`src/rtl/wos_select.sv`:
```
// rtl/wos_select.sv - weighted order-statistic selector
//
// Latches a sample window with its ranks and weights on i_start.
// It then walks the ranks upward from 0, summing weights until the sum reaches
// the threshold. The sample at that rank becomes the filter output.
//
// Ports:
//   clk        rising-edge clock
//   rst        asynchronous active-low reset
//   i_start    one-cycle start pulse (accepted only while idle)
//   s          window samples, position p at [p*data_bits +: data_bits]
//   ranks      rank of position p at [p*rank_bits +: rank_bits], 0 = smallest
//   weights    weight of position p at [p*weight_bits +: weight_bits]
//   threshold  cumulative-weight target
//   o_busy     scan in progress
//   o_valid    one-cycle result strobe
//   o_data     selected sample, held until the next result
//   o_rank     rank of the selected sample
//   o_sat      total weight never reached threshold; top-rank sample output
//   o_err      some rank had no matching position during the scan
module wos_select #(
   parameter int data_bits   = 8,
   parameter int rank_bits   = 2,
   parameter int N           = 3,
   parameter int weight_bits = 4,
   localparam int acc_bits   = weight_bits + rank_bits
) (
   input  logic                       clk,
   input  logic                       rst,
   input  logic                       i_start,
   input  logic [data_bits*N-1:0]     s,
   input  logic [rank_bits*N-1:0]     ranks,
   input  logic [weight_bits*N-1:0]   weights,
   input  logic [acc_bits-1:0]        threshold,
   output logic                       o_busy,
   output logic                       o_valid,
   output logic [data_bits-1:0]       o_data,
   output logic [rank_bits-1:0]       o_rank,
   output logic                       o_sat,
   output logic                       o_err
);

   typedef enum logic {IDLE, SCAN} state_t;

   state_t state, state_nxt;

   logic [data_bits-1:0]   sh_s    [N];
   logic [rank_bits-1:0]   sh_rank [N];
   logic [weight_bits-1:0] sh_w    [N];
   logic [acc_bits-1:0]    sh_thr;
   logic [acc_bits-1:0]    acc;
   logic [rank_bits-1:0]   r;

   logic                   found;
   logic [data_bits-1:0]   sel_data;
   logic [weight_bits-1:0] sel_w;
   logic [acc_bits-1:0]    sum;
   logic                   hit;
   logic                   last;
   logic                   done;

   // Descending walk so the lowest matching position is the one left standing.
   // With no match, sel_w stays 0 (adds nothing) and sel_data stays 0.
   always_comb begin
      found    = 1'b0;
      sel_data = '0;
      sel_w    = '0;
      for (int p = N - 1; p >= 0; p--) begin
         if (sh_rank[p] == r) begin
            found    = 1'b1;
            sel_data = sh_s[p];
            sel_w    = sh_w[p];
         end
      end
      // acc_bits covers N * max weight since N <= 2^rank_bits.
      sum  = acc + acc_bits'(sel_w);
      hit  = (sum >= sh_thr);
      last = (r == rank_bits'(N - 1));
      done = (state == SCAN) && (hit || last);
   end

   always_comb begin
      state_nxt = state;
      case (state)
         IDLE:    if (i_start) state_nxt = SCAN;
         SCAN:    if (done)    state_nxt = IDLE;
         default: state_nxt = IDLE;
      endcase
   end

   always_ff @(posedge clk or negedge rst) begin
      if (!rst) state <= IDLE;
      else      state <= state_nxt;
   end

   always_ff @(posedge clk or negedge rst) begin
      if (!rst) begin
         for (int p = 0; p < N; p++) begin
            sh_s[p]    <= '0;
            sh_rank[p] <= '0;
            sh_w[p]    <= '0;
         end
         sh_thr  <= '0;
         acc     <= '0;
         r       <= '0;
         o_valid <= 1'b0;
         o_data  <= '0;
         o_rank  <= '0;
         o_sat   <= 1'b0;
         o_err   <= 1'b0;
      end else begin
         o_valid <= 1'b0;
         if (state == IDLE && i_start) begin
            for (int p = 0; p < N; p++) begin
               sh_s[p]    <= s[p*data_bits +: data_bits];
               sh_rank[p] <= ranks[p*rank_bits +: rank_bits];
               sh_w[p]    <= weights[p*weight_bits +: weight_bits];
            end
            sh_thr <= threshold;
            acc    <= '0;
            r      <= '0;
            o_sat  <= 1'b0;
            o_err  <= 1'b0;
         end else if (state == SCAN) begin
            if (!found) o_err <= 1'b1;
            if (done) begin
               o_valid <= 1'b1;
               o_data  <= sel_data;
               o_rank  <= r;
               o_sat   <= ~hit;
            end else begin
               acc <= sum;
               r   <= r + 1'b1;
            end
         end
      end
   end

   assign o_busy = (state == SCAN);

endmodule
```
`config.mk`:
```
export PLATFORM = sky130hd
export DESIGN_NAME = wos_select
export DESIGN_NICKNAME = d
export VERILOG_FILES = /design/src/rtl/wos_select.sv
export SDC_FILE = /design/constraint.sdc
export NUM_CORES = 1
export LEC_CHECK = 0
export CAP_MARGIN = 20
export CORE_MARGIN = 5
export CORE_UTILIZATION = 35
export CTS_CLUSTER_DIAMETER = 80
export CTS_CLUSTER_SIZE = 12
export DETAILED_ROUTE_END_ITERATION = 10
export PLACE_DENSITY = 0.62
export SETUP_SLACK_MARGIN = 0.15
export SYNTH_ARGS = -nofsm -noshare
export SYNTH_HDL_FRONTEND = slang
export SYNTH_SLANG_ARGS = --single-unit
```
`constraint.sdc`:
```
create_clock -name clk -period 8.2 [get_ports clk]
set_clock_uncertainty 0.1 [all_clocks]
set_input_delay 0.82 -clock clk [delete_from_list [all_inputs] [get_ports clk]]
set_output_delay 0.82 -clock clk [all_outputs]
set_load 0.03 [all_outputs]
```
==> summary.txt <==
Global routing
  – GR Overflow Total: 0
  – GRT Total Usage: 14.0%
  – Vias in the first global route: 2659
  – Antenna violations before repair: 0
  – Largest net degree at the start of global routing: 71
  – First-pass GRT wire length: 12900 um

Placed design
  – Routability Congestion: 0.786
  – HPWL after DPL: 5210 um
  – Port Buffers: 64

Worst hold path
  – Hold worst-path end: sh_s[12]
  – Cell count of the worst hold path: 2
  – HP Class: flip-flop to flip-flop
  – Worst hold start: sh_s[12]

Clocking
  – Worst-case clock buffer depth: 2
  – Cts bufs inserted: 9
  – CTS resizes: 0
  – CTS tree: built
  – CTS Sinks: 70
  – Root buffer cell: clkbuf_8
  – CTS H-tree lvls: 3
  – Clock-pin slew on the worst setup and hold paths: 0.08 ns
  – Post-CTS Setup Bufs: 0
  – Worst skew pair latency: 0.34 ns
  – Hold buffer count at cts: 0

Final layout
  – Register Area: 1750 um2
  – Ratio of cells with drive above 1 in the final layout: 11.0%
  – Layout fillers: 943
  – Nets@finish: 485
  – Final core utilization: 45.0%
  – Multi-input logic area: 1490 um2
  – Area growth syn-to-layout: 27.7%
  – ANT cells: 0

Critical path
  – Worst r2r dst: o_data[0]
  – Slowest CP cell: and2_1
  – Worst path arrival time: 4.57 ns
  – Worst reg2reg path startpoint: r[0]
  – Setup crit end kind: flip-flop
  – Setup Crit Path Kind: flip-flop to flip-flop
  – CP max FO: 12
  – CP max stage delay: 0.57 ns
  – CP required: 8.33 ns
  – Crit start category: flip-flop
  – R2R setup slack: 3.76 ns
  – Worst R2R Path Depth: 17
  – Critical path, cell by cell: xnor2_1 > and2_1 > a221oi_1 > nor2_1 > ha_1 > inv_1 > fa_1 > inv_1 > a21o_1 > a21oi_1 > xnor2_1 > ha_1 > nand2_1 > o21ai_1 > a211oi_2 > nand2b_1 > mux2_2

Synth
  – EDFF count, synth: 0
  – Synth async-reset ratio: 100%
  – Largest cells by area after synthesis: dfrtp_1 (52%), nand2_1 (16%), ha_1 (4.1%), mux2_2 (4.0%), nor2_1 (2.8%)
  – Flops & latches, synth: 70
  – Count leader, synth: nand2_1
  – Cell variety after synth: 33
  – Mapped Nets: 425
  – Syn avg cell area: 9.38 um2
  – Top-area cell type share of the netlist area: 51.6%
  – Area leader, netlist: dfrtp_1
  – Cell count after synthesis: 362
  – Post-synthesis sequential area ratio: 51.6%
  – Post-synth top cells: nand2_1 (143), dfrtp_1 (70), nor2_1 (25), inv_1 (15), mux2_2 (12)
  – Most used DFF post-synth: dfrtp_1
  – Post-synthesis instance area: 3400 um2
  – Ys Warns: 0

Die
  – Initial Util: 35.2%
  – Core area: 9640 um2
  – Die height: 109 um
  – Cell Rows: 36
  – Die W: 109 um
  – Die area: 11800 um2
  – Num ports: 65

STA
  – Final setup viols: 0
  – RSZ-0062 raised after global routing: no
  – Final hold violation count: 0
  – Tcrit/Tclk final: 54.1%
  – TNS Setup: 0 ns
  – Fin crit period: 4.44 ns
  – Max-slew violation count: 0
  – Max Fclk: 0.225 GHz
  – Worst rel slew slack: 28.6%
  – Worst-margin pin slew: 1.07 ns

Routing
  – Drt initial violations: 94
  – First drt pass iteration count: 4
  – Via-to-Cell Ratio: 4.54
  – Per-cell routed wire length: 13.7 um
  – Antenna Nets Post-Route: 0
  – Via count: 2542
  – Routed wire length: 7650 um
  – Residual DRC: 0

Outcome
  – Status: complete, no violations

Power and ir drop
  – Worst IR Drop VDD: 0.190 mV
  – Power density cells: 505 nW/um2
  – Leakage: 2.13 nW

Run
  – Maxcap violations: 0
[registers in the layout, indices dropped and copies added, names as in the netlist]
register,cells
o_busy,1
sh_w,12
o_valid,1
r,2
acc,6
o_data,8
o_err,1
sh_s,24
o_sat,1
sh_thr,6
sh_rank,6
o_rank,2
[through the flow]
step	setup WS [ns]	total power [W]	hold slack, ns	instances	cell area, um2
global route	3.41	0.00240	0.404	560	4340
CTS	3.74	0.00221	0.384	559	4320
floorplan	4.44	0.00161	0.346	362	3400
finish	3.76	0.00219	0.378	560	4340
detailed placement	3.75	0.00192	0.364	543	4120
global placement	3.89	0.00188	0.361	543	4120
[worst max-delay path by stage]
stage / cells past startpoint / from / endpoint / slack (ns)
6_report: 17 / r[0] / o_data[0] / 3.76
2_1_floorplan: 20 / r[1] / o_data[0] / 4.44
3_3_place_gp: 17 / r[0] / o_data[7] / 3.89
4_1_cts: 17 / r[0] / o_data[0] / 3.74
5_1_grt: 17 / r[0] / o_data[0] / 3.41
3_5_place_dp: 17 / r[0] / o_data[0] / 3.75
[cells in the final DEF, fill, tap and decap left out, drive strengths merged]
master         netlist  routed
xor2                 5       5
mux2i                4       4
nor2b                1       1
dfrtp               70      70
inv                 15      15
a221oi              11      11
nor2                25      25
o22ai                1       1
clkbuf              10       9
xnor2                7       7
mux2                14      14
nand3                2       2
nand2              144     144
clkinvlp             0       3
buf                  9       5
ha                  11      11
a211oi               3       3
nand4                2       2
clkinv               0       3
bufinv               0       1
nand2b               3       3
and2                 5       5
clkdlybuf4s50        0      63
a21o                 4       4
o21ai                9       9
fa                   1       1
a22oi                1       1
a21oi                5       5
[critical path, delay by kind of cell (launching register included)]
family                     cells  cell delay, ns
AOI/OAI and AO/OA              5            0.62
adders and majority gates      3            0.85
DFF                            1            0.50
buffers and inverters          2            0.13
and+or+nand+nor                4            1.29
muxes                          1            0.41
xor gates and xnor gates       2            0.43
[power breakdown]
group	switching (W)	total (W)	internal [W]
Combinational	0.000701	0.00126	0.000564
Sequential	0.000124	0.000646	0.000522
Clock	0.000139	0.000280	0.000141
[logic make-up (layout without fill, tap and decap cells)]
group	after synthesis	in the layout	share of synthesized area [%]
compound gates	34	34	8.36
buf+inv	34	99	4.97
mux	18	18	5.82
fa+ha+maj	12	12	4.64
xor+xnor	12	12	3.54
flops	70	70	51.6
simple gates	182	182	21.1
[layout make-up]
class | count | share of cell area [%]
clock buffer | 9 | 2.86
sequential | 70 | 40.4
multi-input combinational | 258 | 34.2
timing repair buffer | 68 | 15.6
clock inverter | 7 | 1.73
inverter | 15 | 1.30
tap | 133 | 3.84
[per-layer routing]
layer | vias up | global-route usage, % | wire [um]
met5 | - | 0 | 0
met3 | 11 | 3.64 | 258
met1 | 1193 | 18.6 | 3580
met4 | 0 | 3.97 | 137
met2 | 56 | 22.7 | 3670
li1 | 1282 | - | -
(Power assumes the default switching activity.)
